--- config.mk ---
export PLATFORM = sky130hd
export DESIGN_NAME = pool_column_feeder_flat
export DESIGN_NICKNAME = d
export VERILOG_FILES = /design/src/rtl/pool_column_feeder_if.sv /design/src/rtl/pool_column_feeder.sv /design/src/flat_wrapper.sv
export SDC_FILE = /design/constraint.sdc
export NUM_CORES = 1
export LEC_CHECK = 0
export BUFFER_PORTS_ARGS = -buffer_cell sky130_fd_sc_hd__buf_2
export CAP_MARGIN = 20
export CELL_PAD_IN_SITES_DETAIL_PLACEMENT = 0
export CELL_PAD_IN_SITES_GLOBAL_PLACEMENT = 1
export CORE_MARGIN = 8
export CORE_UTILIZATION = 53
export CTS_CLUSTER_DIAMETER = 200
export DETAILED_ROUTE_END_ITERATION = 16
export GPL_TIMING_DRIVEN = 1
export PLACE_DENSITY_LB_ADDON = 0.1
export SETUP_SLACK_MARGIN = 0.2
export SYNTH_ARGS = -nofsm -noshare
export SYNTH_HDL_FRONTEND = slang
export SYNTH_SLANG_ARGS = --single-unit
--- constraint.sdc ---
create_clock -name clk -period 2.5 [get_ports clk]
set_input_delay 0.25 -clock clk [delete_from_list [all_inputs] [get_ports clk]]
set_output_delay 0.25 -clock clk [all_outputs]
set_load 0.05 [all_outputs]
--- src/rtl/pool_column_feeder_if.sv ---
// Pixel-stream in / pooling-column out bundle for pool_column_feeder.
// slave = feeder side, master = upstream producer / pooling consumer side.
interface pool_column_feeder_if #(
  parameter int DATA_W = 16
);
  logic                   pixel_valid;
  logic [DATA_W-1:0]      pixel_in;
  logic                   pixel_ready;
  logic                   valid_out;
  logic [1:0][DATA_W-1:0] column_out;
  logic                   frame_done;

  modport slave (
    input  pixel_valid, pixel_in,
    output pixel_ready, valid_out, column_out, frame_done
  );

  modport master (
    output pixel_valid, pixel_in,
    input  pixel_ready, valid_out, column_out, frame_done
  );
endinterface

--- src/rtl/pool_column_feeder.sv ---
// Row-major pixel stream -> vertical {even,odd} row columns for 2x2 max-pool.
// COLUMN_FEEDER_PAD_EN: odd IMG_H allowed; last row is paired with PAD_VALUE.
module pool_column_feeder #(
  parameter int                        DATA_W    = 16,
  parameter int                        IMG_W     = 24,
  parameter int                        IMG_H     = 24,
  parameter logic signed [DATA_W-1:0]  PAD_VALUE = 16'sh8000
) (
  input  logic                 clk,
  input  logic                 rst,
  pool_column_feeder_if.slave  bus
);

  localparam int XW = $clog2(IMG_W);
  localparam int RW = $clog2(IMG_H + 1);

  if ((IMG_W < 2) || ((IMG_W % 2) != 0)) begin : g_bad_w
    $error("pool_column_feeder: IMG_W must be even and >= 2");
  end
`ifndef COLUMN_FEEDER_PAD_EN
  if ((IMG_H % 2) != 0) begin : g_bad_h
    $error("pool_column_feeder: odd IMG_H needs COLUMN_FEEDER_PAD_EN");
  end
`endif

  typedef enum logic [1:0] {
    FILL_TOP,
    PAIR
`ifdef COLUMN_FEEDER_PAD_EN
    , PAD
`endif
  } state_t;

  state_t                 r_state;
  logic [XW-1:0]          r_x;
  logic [RW-1:0]          r_row;
  logic                   r_valid;
  logic                   r_done;
  logic [1:0][DATA_W-1:0] r_col;
  logic [DATA_W-1:0]      r_linebuf [IMG_W];

  logic w_ready, w_acc, w_x_last, w_row_last;

`ifdef COLUMN_FEEDER_PAD_EN
  logic r_ready;
  assign w_ready = r_ready;
`else
  assign w_ready = 1'b1;
`endif

  assign w_acc      = bus.pixel_valid && w_ready;
  assign w_x_last   = (r_x == XW'(IMG_W - 1));
  assign w_row_last = (r_row == RW'(IMG_H - 1));

  // Top row lives here until its odd partner row streams past; never reset.
  always_ff @(posedge clk) begin
    if ((r_state == FILL_TOP) && w_acc)
      r_linebuf[r_x] <= bus.pixel_in;
  end

  always_ff @(posedge clk) begin
    if (rst) begin
      r_state <= FILL_TOP;
      r_x     <= '0;
      r_row   <= '0;
      r_valid <= 1'b0;
      r_done  <= 1'b0;
      r_col   <= '0;
`ifdef COLUMN_FEEDER_PAD_EN
      r_ready <= 1'b1;
`endif
    end else begin
      r_valid <= 1'b0;
      r_done  <= 1'b0;
      case (r_state)
        FILL_TOP: if (w_acc) begin
          r_x <= w_x_last ? '0 : r_x + XW'(1);
          if (w_x_last) begin
`ifdef COLUMN_FEEDER_PAD_EN
            if (w_row_last) begin
              r_state <= PAD;
              r_ready <= 1'b0;
            end else
`endif
            begin
              r_row   <= r_row + RW'(1);
              r_state <= PAIR;
            end
          end
        end
        PAIR: if (w_acc) begin
          r_valid <= 1'b1;
          r_col   <= {bus.pixel_in, r_linebuf[r_x]};
          r_done  <= w_x_last && w_row_last;
          r_x     <= w_x_last ? '0 : r_x + XW'(1);
          if (w_x_last) begin
            r_row   <= w_row_last ? '0 : r_row + RW'(1);
            r_state <= FILL_TOP;
          end
        end
`ifdef COLUMN_FEEDER_PAD_EN
        // Upstream is stalled while the buffered last row drains against pad.
        PAD: begin
          r_valid <= 1'b1;
          r_col   <= {PAD_VALUE, r_linebuf[r_x]};
          r_x     <= w_x_last ? '0 : r_x + XW'(1);
          if (w_x_last) begin
            r_done  <= 1'b1;
            r_row   <= '0;
            r_ready <= 1'b1;
            r_state <= FILL_TOP;
          end
        end
`endif
        default: r_state <= FILL_TOP;
      endcase
    end
  end

  assign bus.pixel_ready = w_ready;
  assign bus.valid_out   = r_valid;
  assign bus.column_out  = r_col;
  assign bus.frame_done  = r_done;

endmodule

--- src/flat_wrapper.sv ---
// flat-port wrapper written by rule: the top's interface ports become plain ports
module pool_column_feeder_flat 
#(
  parameter int                        DATA_W    = 16,
  parameter int                        IMG_W     = 24,
  parameter int                        IMG_H     = 24,
  parameter logic signed [DATA_W-1:0]  PAD_VALUE = 16'sh8000
)
  (clk, rst, bus_pixel_valid, bus_pixel_in, bus_pixel_ready, bus_valid_out, bus_column_out, bus_frame_done);
  pool_column_feeder_if #(.DATA_W(DATA_W)) bus_i ();
  input  logic clk;
  input  logic rst;
  input wire logic [$bits(bus_i.pixel_valid)-1:0] bus_pixel_valid;
  input wire logic [$bits(bus_i.pixel_in)-1:0] bus_pixel_in;
  output wire logic [$bits(bus_i.pixel_ready)-1:0] bus_pixel_ready;
  output wire logic [$bits(bus_i.valid_out)-1:0] bus_valid_out;
  output wire logic [$bits(bus_i.column_out)-1:0] bus_column_out;
  output wire logic [$bits(bus_i.frame_done)-1:0] bus_frame_done;
  assign bus_i.pixel_valid = bus_pixel_valid;
  assign bus_i.pixel_in = bus_pixel_in;
  assign bus_pixel_ready = bus_i.pixel_ready;
  assign bus_valid_out = bus_i.valid_out;
  assign bus_column_out = bus_i.column_out;
  assign bus_frame_done = bus_i.frame_done;
  pool_column_feeder #(.DATA_W(DATA_W), .IMG_W(IMG_W), .IMG_H(IMG_H), .PAD_VALUE(PAD_VALUE)) u_core (.clk(clk), .rst(rst), .bus(bus_i));
endmodule
After elaboration in Yosys (flattened, before gate mapping)
Memory sizes are Yosys's and may differ from the RTL's. A register that Yosys moved wholly into a read port is not among the register bits. Cells that the tools add are included.

Output and inout port bits: 35. Word-level logic and storage cells: 44. Memory bits (writable): 384. Memory bits (read-only): 0. Bits of input ports: 19. Bits in latches: 0. Memories: 1. Flip-flop bits (word level): 30.

$mul: 0. Muxes and demuxes: 15. Bitwise operators: 2. Add/sub/neg operators: 2. Magnitude comparators: 0. Equal/unequal tests: 7. Reduce and logical (&&, ||, !) cells: 11. Shift-type cells: 0. Divide/modulo/power cells: 0.

Memory list: u_core.r_linebuf (words 24, width 16, read ports 1, clocked after memory_dff 1, wr ports 1, line pool_column_feeder.sv:40) `logic [DATA_W-1:0] r_linebuf [IMG_W];`.

Operators with widths (number): $mux W5 (6); $add A5 B1 Y5 const B (2); $eq A5 B5 Y1 const B (2); $pmux W5 S2 (1); $mux W2 (4); $reduce_and A5 Y1 (1); $ne A2 B1 Y1 const B (2); $ne A2 B2 Y1 const B (2); $pmux W2 S2 (1); $reduce_and A2 Y1 (2); $reduce_and A4 Y1 (1); $reduce_or A2 Y1 (2); $mux W1 (3); $reduce_or A3 Y1 (1); $eq A2 B1 Y1 const B (1); $logic_and A1 B1 Y1 (2); $logic_not A2 Y1 (1); $not A1 Y1 (2); $reduce_bool A2 Y1 (1).

Logic depth before layout (Yosys ltp)
Gate-level depths: netlist (run 1).

Word-level depth: 5. Gate-level depth with buffers: 7. Gate-level depth less buffers: 5.

Worst setup path after synthesis (run 1)
Ideal clock, no wire load.

Path kind: reg2reg. Start point: register u_core.r_x[0]. End point: memory u_core.r_linebuf[22][0] (enable). Library setup time: 388 ps. Path buffers: 3. Cell stages (with the launch flop): 8. Path slack: 215 ps. Data required time: 2112 ps. Period minus slack after synthesis: 2285 ps. Arrival: 1897 ps. Cell sequence: dfxtp_1 > buf_6 > buf_6 > buf_4 > inv_1 > ha_1 > nand2_1 > nor2_1.

RTL lines: start: declaration (line pool_column_feeder.sv:35) `logic [XW-1:0] r_x;`; start signal: assignment (line pool_column_feeder.sv:77) `r_x <= w_x_last ? '0 : r_x + XW'(1);`; start signal: assignment (line pool_column_feeder.sv:95) `r_x <= w_x_last ? '0 : r_x + XW'(1);`; end: declaration (line pool_column_feeder.sv:40).

Straight into the memory's write port.

Worst setup path after layout (run 1)
Start point: register u_core.r_x[0]. End point: memory u_core.r_linebuf[15][13] (enable).

Straight into the memory's write port.

==> summary.md, run 1 <==
| Metric | Value |
|---|---|
| Run status | `complete, no violations` |
| Layout area overhead | `13.9%` |
| Pwr Density | `around 780 nW/um^2` |
| Max VDD drop | `610 uV` |
| Post-CTS resize count | `0` |
| Hold buffers post-CTS | `0` |
| Mapped Area | `between 15000 and 20000 um^2` |
| Static Leak | `6.18 nW` |
| # Post-CTS Setup Buffers | `0` |
| Dpl hpwl | `about 26000 um` |
| Fin crit period | `approximately 2 ns` |
| Period utilization | `between 80% and 90%` |
| Slew @ Worst Pin | `between 0.6 and 0.7 ns` |
| Final Slew Violations | `0` |
| Synth Area in Compound Gates | `between 5 and 6%` |
| Slew headroom | `a little under three fifths` |
| CTS tree | `built` |
| Seq/Total Area, Yosys | `approximately 74%` |
| GPL Wtd Cong | `0.823` |
| CP Capture Type | `flip-flop` |
| Mux cell area share after synthesis | `11.6%` |
| Die ar. | `about 38000 um^2` |
| CTS buffer count | `44` |
| Final routed DRC violation total | `0` |
| Initial antenna violation count | `0` |
| Clock Tree Root | `clkbuf_16` |
| Starting density of the core | `53.4%` |
| Crit path from | `u_core.r_x[0]$_SDFFE_PP0P_` |
| Final core occ | `60.9%` |
| Final-stage net count | `1159` |
| R2r startpoint | `u_core.r_x[0]$_SDFFE_PP0P_` |
| Commonest non-fill, non-tap cell in the layout | `edfxtp_1` |
| Unrepaired setup endpoints after global routing | `no` |
| Core Area | `between 30000 and 40000 um^2` |
| Yosys warnings | `0` |
| Max Cap Viol | `0` |
| Most frequent cells in the layout | `edfxtp_1 (384), mux2i_1 (180), nand2_1 (77)` |
| Simple-Gate Fraction of Synth Area | `5.73%` |
| Hold Vio Cnt, Final | `0` |
| Clock transition at path regs | `~0.06 ns` |
| Seq cells post-synth | `429` |
| Port Buffers | `52` |
| Bufs on Longest Clock Path | `3` |
| Crit path kind | `reg2reg` |
| Main combinational cell family by area after synthesis | `multiplexers` |
| Main flop type after synthesis | `edfxtp_1` |
| Final Skew | `0.0160 ns` |
| EDFF count, synth | `384` |
| Clock Sinks | `~430` |
| Final WL | `41400 um` |
| Final setup violation count | `0` |
| Startpoint types | `flip-flop` |
| Post-Synth Adder-Cell Area | `less than 1%` |
| Vias | `approximately 9400` |
| Cell variety after synth | `50` |
| Routed vias/inst | `5.98` |
| Post-synthesis xor/xnor area fraction | `less than 1%` |
| Share of layout cells above drive strength 1 | `between 10% and 20%` |
| Clk_lat worst skew | `roughly 0.54 ns` |
| Mapped Avg Cell Area | `about 16 um^2` |
| Num rows | `65` |
| First-pass GRT wire length | `between 60000 and 70000 um` |
| H-tree depth | `2` |
| WL/cell | `26.3 um` |
| Worst path arrival time | `2.29 ns` |
| Initial DRC Count | `887` |
| Die Y | `about 190 um` |
| Worst min path class | `in2reg` |
| Antenna-violating nets left | `0` |
| GRT Overall Usage | `21.9%` |
| Vias in the first global route | `approximately 9500` |
| Mapped Cells | `1045` |
| First-pass detailed-route iteration total | `5` |
| Syn nets | `1069` |
| Grt total ovfl | `0` |
| Crit-path max FO | `22` |
| # fillers | `2333` |
| Largest net degree at the start of global routing | `54` |
| Async set-reset flop share out of synthesis | `0%` |
| Hold Startpoint | `bus_pixel_valid` |
| Max Fclk | `487 MHz` |
| I/O pin count | `between 50 and 60` |
| Die span in x | `between 150 and 200 um` |
| Setup TNS | `0 ns` |
| Crit path required time | `between 2 and 3 ns` |
==> where the power goes <==
part / switching [mW] / internal, mW
clock network: 2.61 / 3.73
registers: 0.0233 / 7.85
logic: 0.393 / 0.201
==> worst paths after layout <==
path	to	slack, ns	depth (start not counted)
max	u_core.r_linebuf[15][13]$_DFFE_PP_	0.45	4
min	u_core.r_x[0]$_SDFFE_PP0P_	0.08	3
max reg2reg	u_core.r_linebuf[15][13]$_DFFE_PP_	0.45	4
min reg2reg	u_core.bus.column_out[19]$_SDFFE_PP0N_	0.45	2
==> through the flow <==
step | hold WS (ns) | setup slack, ns | cell area, um^2 | power [mW] | cells
floorplan | 0.349 | 0.215 | 16700 | 8.38 | 1045
global placement | 0.439 | 0.499 | 17700 | 8.61 | 1491
detailed placement | 0.445 | 0.457 | 17700 | 8.62 | 1491
CTS | 0.0622 | 0.433 | 19100 | 14.9 | 1573
global route | 0.0822 | 0.325 | 19100 | 15.2 | 1573
finish | 0.0820 | 0.446 | 19100 | 14.8 | 1574
==> cells in the mapped netlist (2+ instances only) <==
library cell	count	area (um^2)
edfxtp_1	384	11500
xor2_1	2	17.5
nand3_1	7	35.0
o22ai_1	39	244
or4b_1	2	20.0
inv_1	4	15.0
nor2_1	52	195
o21bai_1	14	105
a31oi_1	14	87.6
or4_1	2	15.0
buf_4	8	60.1
clkbuf_1	20	75.1
o21ai_1	3	15.0
nand4_1	17	106
clkbuf_2	2	10.0
dfxtp_1	45	901
buf_2	25	125
nor2b_1	4	25.0
ha_1	5	62.6
o21ai_0	28	140
nand2b_1	7	43.8
o31ai_1	2	15.0
nand4bb_1	3	33.8
a22o_1	2	17.5
nor3_1	18	90.1
nand2_1	77	289
mux4_2	6	135
a22oi_1	18	135
and2_1	2	12.5
buf_6	5	56.3
a21oi_1	24	120
nor3b_1	6	45.0
a211oi_1	2	15.0
mux2i_1	180	1800
==> kinds of logic (layout without fill, tap and decap cells) <==
family                     count (synthesis)  in the layout
other                                      1              2
DFF                                      429            429
buffers and inverters                     65            191
xor gates and xnor gates                   3              3
and+or+nand+nor                          203            203
muxes                                    187            187
AOI/OAI and AO/OA                        152            152
adders and majority gates                  5              5
==> state kept, by name, indices dropped and copies added (netlist names) <==
register	flops
u_core.bus.column_out	32
u_core.r_x	5
u_core.bus.frame_done	1
u_core.r_state	1
u_core.r_linebuf	384
u_core.bus.valid_out	1
u_core.r_row	5
==> cell type report <==
type / count / area [um^2] / area share, %
inverter: 4 / 15.0 / 0.0788
timing repair buffer: 105 / 733 / 3.85
sequential: 429 / 12400 / 65.3
tap: 402 / 503 / 2.64
clock inverter: 17 / 174 / 0.912
clock buffer: 65 / 1230 / 6.46
multi-input combinational: 551 / 3960 / 20.8
antenna: 1 / 2.50 / 0.0131
==> layer usage <==
| metal | routed length [um] | up-vias | share of wire [%] | track usage [%] |
|---|---|---|---|---|
| met1 | 17700 | 4798 | 43 | 29.3 |
| met5 | 0 | - | 0 | 0 |
| met2 | 19800 | 322 | 48 | 35.9 |
| met4 | 1020 | 0 | 2.5 | 6.16 |
| met3 | 2860 | 61 | 6.9 | 4.62 |
| li1 | - | 4234 | - | - |
==> critical path, stage by stage (launching register included) <==
cell and delay, ns:
dfxtp_4 0.55, ha_1 0.30, nand2_1 0.27, nor2_1 0.39
buf_12 0.22
Note: power is estimated with default switching activity, not from simulation.
==> inputs of run 2 (changes only) <==
--- a/config.mk
+++ b/config.mk
@@ -5,12 +5,13 @@
 export SDC_FILE = /design/constraint.sdc
 export NUM_CORES = 1
 export LEC_CHECK = 0
+export ABC_AREA = 1
 export BUFFER_PORTS_ARGS = -buffer_cell sky130_fd_sc_hd__buf_2
 export CAP_MARGIN = 20
 export CELL_PAD_IN_SITES_DETAIL_PLACEMENT = 0
 export CELL_PAD_IN_SITES_GLOBAL_PLACEMENT = 1
 export CORE_MARGIN = 8
-export CORE_UTILIZATION = 53
+export CORE_UTILIZATION = 45
 export CTS_CLUSTER_DIAMETER = 200
 export DETAILED_ROUTE_END_ITERATION = 16
 export GPL_TIMING_DRIVEN = 1
==> constraint.sdc (replaced) <==
create_clock -name clk -period 1.8 [get_ports clk]
set_input_delay 0.18 -clock clk [delete_from_list [all_inputs] [get_ports clk]]
set_output_delay 0.18 -clock clk [all_outputs]
set_load 0.05 [all_outputs]
==> summary.md, run 2 <==
| Metric | Value |
|---|---|
| WL/cell | `22.3 um (-15%)` |
| Top-count cell post-synth | `nand2_1` |
| Setup ws final | `0.118 ns (-0.328 ns)` |
| Final setup violation count | `0 (unchanged)` |
| Largest net degree at the start of global routing | `49 (-9.3%)` |
| Ranking of synthesized cells by area | `edfxtp_1 (64%), nand2_1 (10%), nand3_1 (5.5%), dfxtp_1 (5.0%), inv_1 (4.0%)` |
| Syn nets | `1712 (+60%)` |
| Critical Path Most Common Cell | `buf_12` |
| CTS buffer count | `46 (+4.5%)` |
| Max Fclk | `595 MHz (+22%)` |
| Max FFs per register | `384 (unchanged)` |
| Mapped Cells | `1688 (+62%)` |
| Clock Sinks | `429 (unchanged)` |
| Vias | `12600 (+34%)` |
| Die Y | `215 um (+11%)` |
| CP Capture Type | `flip-flop` |
| Commonest cells post-synth | `nand2_1 (475), edfxtp_1 (384), nand3_1 (196), inv_1 (190), nor2_1 (180)` |
| Setup slack, reg-to-reg | `0.12 ns (-0.33 ns)` |
| Fin crit period | `1.68 ns (-0.372 ns)` |
| Startpoint types | `flip-flop` |
| Final-stage net count | `1877 (+62%)` |
| Worst slack at placement | `0.0233 ns (-0.434 ns)` |
| Setup TNS | `0 ns (unchanged)` |
| Register area | `12400 um^2 (about the same)` |
| Die ar. | `46400 um^2 (+24%)` |
| Crit path kind | `reg2reg` |
| EDFF count, synth | `384 (unchanged)` |
| Routed vias/inst | `5.20 (-13%)` |
| Num rows | `73 (+12%)` |
| Slew headroom | `52.0% (-3.1 points)` |
| Layout area overhead | `26.8%` |
| Share of layout cells above drive strength 1 | `20.8% (+5.1 points)` |
| Unrepaired setup endpoints after global routing | `yes` |
| Final WL | `54000 um (+30%)` |
| Worst path max stage delay | `0.36 ns (-0.19 ns)` |
| Run status | `complete, no violations` |
| Clock transition at path regs | `0.06 ns (about the same)` |
| Grt total ovfl | `0 (unchanged)` |
| Max Cap Viol | `0 (unchanged)` |
| Crit path required time | `2.08 ns (-0.66 ns)` |
| Most flops, register | `u_core.r_linebuf` |
| Starting density of the core | `45.4% (-8.1 points)` |
| H-tree depth | `2 (unchanged)` |
| Final routed DRC violation total | `0 (unchanged)` |
| Cell variety after synth | `28 (-44%)` |
| Initial antenna violation count | `4 (+4)` |
| First-pass detailed-route iteration total | `7 (+2)` |
| Clock Tree Root | `clkbuf_16` |
| Mapped Avg Cell Area | `10.6 um^2 (-34%)` |
| I/O pin count | `54 (unchanged)` |
| # fillers | `3314 (+42%)` |
| Bufs on Longest Clock Path | `3 (unchanged)` |
| Max VDD drop | `980 uV (+61%)` |
| Most frequent cells in the layout | `nand2_1 (449), edfxtp_1 (384), inv_1 (180)` |
| Worst path arrival time | `1.96 ns (-0.33 ns)` |
| Commonest non-fill, non-tap cell in the layout | `nand2_1` |
| Crit-path max FO | `8 (-64%)` |
| Dpl hpwl | `31300 um (+21%)` |
| Seq/Total Area, Yosys | `69.5% (-4.8 points)` |
| First-pass GRT wire length | `77500 um (+27%)` |
| Async set-reset flop share out of synthesis | `0% (unchanged)` |
| Worst min path class | `in2reg` |
| Diode count | `0 (-1)` |
| Main flop type after synthesis | `edfxtp_1` |
| Antenna-violating nets left | `0 (unchanged)` |
| Buf/Inv on CP | `5 (+4)` |
| Static Leak | `9.00 nW (+46%)` |
| Vias in the first global route | `11800 (+25%)` |
| GRT Overall Usage | `22.5% (+0.59 points)` |
| Core Area | `39500 um^2 (+26%)` |
| CTS tree | `built` |
| Worst-path cell chain | `buf_12, inv_16, buf_8, ha_4, nand2_8, nor2_4, buf_4, buf_12` |
| Period utilization | `93.4% (+11 points)` |
| Yosys top cell by area | `edfxtp_1` |
| Area occupied by multi-input gates | `4810 um^2 (+21%)` |
| Seq cells post-synth | `429 (unchanged)` |
| GPL Wtd Cong | `0.851 (+3.4%)` |
| Pwr Density | `974 nW/um^2 (+25%)` |
| CP max-delay cell | `dfxtp_4` |
| Port Buffers | `52 (unchanged)` |
| Die span in x | `215 um (+11%)` |
| Clk_lat worst skew | `0.57 ns (+0.03 ns)` |
| Slew @ Worst Pin | `0.720 ns (+0.0465 ns)` |
| Hold Vio Cnt, Final | `0 (unchanged)` |
| Initial DRC Count | `1183 (+33%)` |
| Mapped Area | `17900 um^2 (+7.0%)` |
| Yosys warnings | `0 (unchanged)` |
| Post-synth top area share | `64.4% (-4.5 points)` |
| Family with the most delay on the worst path | `buffers and inverters` |
| Final Slew Violations | `0 (unchanged)` |
| Final Skew | `0.0146 ns (-0.00139 ns)` |
## run 2: cell types whose count changed in the layout (fill, tap and decap cells not counted), sizes merged, moves of 19 or more
cell	change
nand3	+189
o21ai	+69
inv	+187
mux2i	-180
buf	+84
o22ai	-40
nand2	+398
a21oi	-19
nor2	+131
## run 2: logic make-up (layout without fill, tap and decap cells)
kind of cell	Yosys count	in the layout	synth area share, %
AO/OA/AOI/OAI	106	106	2.98
buffers and inverters	281	484	7.09
other	1	1	0.0210
flip-flops	429	429	69.5
XOR/XNOR	4	4	0.196
adder cells (fa/ha/maj)	5	5	0.350
AND/OR/NAND/NOR	862	862	19.9
## run 2: worst paths after layout
check                                                             from                                      to  depth (start not counted)
worst max-delay path                        u_core.r_x[0]$_SDFFE_PP0P_       u_core.r_linebuf[18][1]$_DFFE_PP_                          8
worst min-delay path                                  bus_pixel_in[14]       u_core.r_linebuf[4][14]$_DFFE_PP_                          1
worst min register to register  u_core.bus.column_out[27]$_SDFFE_PP0N_  u_core.bus.column_out[27]$_SDFFE_PP0N_                          2
worst max register to register              u_core.r_x[0]$_SDFFE_PP0P_       u_core.r_linebuf[18][1]$_DFFE_PP_                          8
## run 2: per-stage QoR
stage / power [mW] / hold slack [ns] / util [%] / instance area (um^2) / instances
2_1_floorplan: 12.0 / 0.279 / - / 18200 / 1688
3_3_place_gp: 12.6 / 0.460 / 50.4 / 19900 / 2279
3_5_place_dp: 12.6 / 0.466 / 50.4 / 19900 / 2279
4_1_cts: 22.2 / 0.0136 / 56.4 / 22300 / 2400
5_1_grt: 22.8 / 0.0205 / 57.5 / 22700 / 2416
6_report: 22.1 / 0.0302 / 57.5 / 22700 / 2416
## run 2: timing repair
item,CTS,global route
setup endpoints to repair,403,339
pin swaps,28,38
gates resized for setup,100,52
gates cloned,12,8
hold endpoints to repair,15,0
buffers inserted,19,8
hold buffers,4,0
## run 2: area by class of cell
type	count	share of cell area, %
Sequential cell	429	54.8
Timing Repair inverter	1	0.0386
Timing Repair Buffer	202	11.1
Tap cell	525	2.89
Clock inverter	22	0.684
Inverter	195	3.39
Multi-Input combinational cell	978	21.2
Clock buffer	64	5.87
## run 2: per-layer routing
layer / global-route usage, % / wire length (um) / vias to the layer above
li1: - / - / 5895
met1: 30.9 / 23400 / 6155
met2: 36.2 / 25300 / 426
met3: 3.30 / 3470 / 94
met4: 7.69 / 1810 / 0
met5: 0 / 0 / -
## run 2: report_power, final
| group | switching (mW) | internal [mW] | total [mW] | leakage (nW) |
|---|---|---|---|---|
| sequential | 0.0228 | 10.9 | 10.9 | 3.83 |
| clock | 3.83 | 5.45 | 9.28 | 0.740 |
| combinational | 1.20 | 0.695 | 1.90 | 4.43 |
| total | 5.05 | 17.0 | 22.1 | 9.00 |
==> inputs of run 3 (changes only) <==
==> constraint.sdc (replaced) <==
create_clock -name clk -period 1.37 [get_ports clk]
set_input_delay 0.137 -clock clk [delete_from_list [all_inputs] [get_ports clk]]
set_output_delay 0.137 -clock clk [all_outputs]
set_load 0.05 [all_outputs]
==> summary.md, run 3 (synthesized netlist as in run 2, its figures left out) <==
| Metric | Value |
|---|---|
| Run status | `finished, violations left` |
| Failing checks | `negative setup slack` |
| R2r startpoint | `u_core.r_x[0]$_SDFFE_PP0P_` |
| Clk_lat worst skew | `0.58 ns (about the same)` |
| Max VDD drop | `1060 uV (+8.0%)` |
| H-tree depth | `2 (unchanged)` |
| Worst Hold Endpoint | `u_core.r_x[1]$_SDFFE_PP0P_` |
| Max Fclk | `591 MHz (-0.58%)` |
| Crit path kind | `reg2reg` |
| Largest net degree at the start of global routing | `33 (-33%)` |
| Worst path max stage delay | `0.36 ns (about the same)` |
| Final routed DRC violation total | `0 (unchanged)` |
| Port Buffers | `52 (unchanged)` |
| CP max-delay cell | `dfxtp_4` |
| Final Skew | `0.0228 ns (+0.00826 ns)` |
| Clock Tree Root | `clkbuf_16` |
| Vias in the first global route | `12500 (+6.0%)` |
| Worst slack at placement | `-0.384 ns (-0.408 ns)` |
| Hold Vio Cnt, Final | `0 (unchanged)` |
| Post-layout instance count excluding filler cells | `2459 (+1.8%)` |
| Grt total ovfl | `0 (unchanged)` |
| Slew headroom | `55.5% (+3.5 points)` |
| Startpoint types | `flip-flop` |
| Initial antenna violation count | `4 (unchanged)` |
| Unrepaired setup endpoints after global routing | `yes` |
| I/O pin count | `54 (unchanged)` |
| Dpl hpwl | `33700 um (+7.5%)` |
| Final WL | `53400 um (-1.1%)` |
| Slew @ Worst Pin | `0.667 ns (-0.0532 ns)` |
| Max Cap Viol | `0 (unchanged)` |
| Vias | `12700 (+0.71%)` |
| Crit-path max FO | `16 (+8)` |
| Total design power | `29.2 mW (+32%)` |
| First-pass GRT wire length | `78900 um (+1.7%)` |
| Final-stage net count | `1919 (+2.2%)` |
| Sw frac | `22.8% (-0.079 points)` |
| Worst-path cell chain | `buf_12, inv_16, buf_12, ha_4, nand2_8, nor2_4, buf_12` |
| Family with the most delay on the worst path | `buffers and inverters` |
| GRT Overall Usage | `22.7% (+0.22 points)` |
| Hold Path Depth | `4 (+3)` |
| Layout area overhead | `30.0%` |
| Buf/Inv on CP | `4 (-1)` |
| Hold Startpoint | `bus_pixel_valid` |
| CTS buffer count | `46 (unchanged)` |
| Die ar. | `46400 um^2 (unchanged)` |
| CP Capture Type | `flip-flop` |
| Routed vias/inst | `5.15 (-1.1%)` |
| Worst min path class | `in2reg` |
| Clock Sinks | `429 (unchanged)` |
| R2R depth | `7 (-1)` |
| Most frequent cells in the layout | `nand2_1 (435), edfxtp_1 (384), inv_1 (178)` |
| GPL Wtd Cong | `0.871 (+2.3%)` |
| Commonest non-fill, non-tap cell in the layout | `nand2_1` |
| CTS tree | `built` |
| Crit path required time | `1.64 ns (-0.44 ns)` |
| Bufs on Longest Clock Path | `3 (unchanged)` |
| Share of layout cells above drive strength 1 | `23.7% (+2.9 points)` |
| Antenna-violating nets left | `0 (unchanged)` |
| Final Slew Violations | `0 (unchanged)` |
| Combinational Power Share | `8.9% (+0.3 points)` |
| First-pass detailed-route iteration total | `5 (-2)` |
| Pwr Density | `1260 nW/um^2 (+29%)` |
| Fin crit period | `1.69 ns (+0.00981 ns)` |
| Clock transition at path regs | `0.06 ns (about the same)` |
| Switch Pwr | `6.66 mW (+32%)` |
| Critical Path Most Common Cell | `buf_12` |
| Final setup violation count | `413 (+413)` |
| Initial DRC Count | `1167 (-1.4%)` |
| Reg power frac | `49.1% (-0.3 points)` |
| Starting density of the core | `45.4% (unchanged)` |
| Reg2reg end | `u_core.r_linebuf[18][12]$_DFFE_PP_` |
| Most flops, register | `u_core.r_linebuf` |
| Period utilization | `123% (+30 points)` |
| Max FFs per register | `384 (unchanged)` |
| Setup slack, reg-to-reg | `-0.32 ns (-0.44 ns)` |
| Worst path arrival time | `1.96 ns (about the same)` |
| WL/cell | `21.7 um (-2.8%)` |
| Dpl cells | `2335 (+2.5%)` |
| Die span in x | `215 um (unchanged)` |
| Clock power share | `42.0% (about the same)` |
| Core Area | `39500 um^2 (unchanged)` |
| Setup ws final | `-0.321 ns (-0.440 ns)` |
| P_int | `22.6 mW (+32%)` |
| Die Y | `215 um (unchanged)` |
| Num rows | `73 (unchanged)` |
| Static Leak | `9.24 nW (+2.7%)` |
[run 3: how the worst max path moves through the flow]
stage	start	end	slack (ns)	depth (start not counted)
floorplan	u_core.r_x[4]$_SDFFE_PP0P_	u_core.r_linebuf[5][0]$_DFFE_PP_	-0.39	5
global placement	u_core.r_x[0]$_SDFFE_PP0P_	u_core.bus.column_out[10]$_SDFFE_PP0N_	-0.42	9
detailed placement	u_core.r_x[0]$_SDFFE_PP0P_	u_core.bus.column_out[13]$_SDFFE_PP0N_	-0.38	9
CTS	u_core.r_x[0]$_SDFFE_PP0P_	u_core.r_linebuf[18][12]$_DFFE_PP_	-0.30	7
global route	u_core.r_x[0]$_SDFFE_PP0P_	u_core.bus.column_out[8]$_SDFFE_PP0N_	-0.38	11
finish	u_core.r_x[0]$_SDFFE_PP0P_	u_core.r_linebuf[18][12]$_DFFE_PP_	-0.32	7
[run 3: layer usage]
layer  global-route usage (%)  up-vias  routed length, um
met2                     37.6      453              25600
li1                         -     5998                  -
met4                     7.24        0               1650
met5                        0        -                  0
met3                     5.09       95               4040
met1                     29.4     6113              22100
[run 3: cell type report]
cell class,count,area (um^2)
Antenna cell,1,2.50
Timing Repair Buffer,244,2960
Inverter,195,766
Tap cell,525,657
Fill cell,3278,16200
Timing Repair inverter,1,8.76
Clock buffer,66,1310
Multi-Input combinational cell,978,4930
Sequential cell,429,12400
Clock inverter,20,179
[run 3: power groups by stage]
stage	clock, mW	combinational (mW)	sequential [mW]
finish	12.3	2.62	14.3
global route	13.0	2.81	14.3
CTS	12.5	2.55	14.3
detailed placement	0	2.21	14.6
global placement	0	2.20	14.6
floorplan	0	1.14	14.6
[run 3: through the flow]
stage	instance area, um^2	utilization, %	hold slack, ns	TNS [ns]
2_1_floorplan	18300	-	0.236	-124.75
3_3_place_gp	20600	52.1	0.461	-97.26
3_5_place_dp	20600	52.1	0.467	-105.62
4_1_cts	23000	58.4	0.00163	-99.30
5_1_grt	23300	58.9	0.0127	-120.35
6_report	23300	58.9	0.0278	-102.93
[run 3: tightest hold or removal path, delay by kind of cell]
kind	cells	cell delay (ns)
buffers and inverters	2	0.30
and+or+nand+nor	1	0.08
AOI/OAI and AO/OA	1	0.06
[run 3: what timing repair did]
item	CTS	global route
resized for setup	142	44
setup endpoints to repair	462	462
buffers inserted	12	1
hold endpoints to repair	118	0
gates cloned	10	3
hold buffers	11	0
pin swaps	53	24
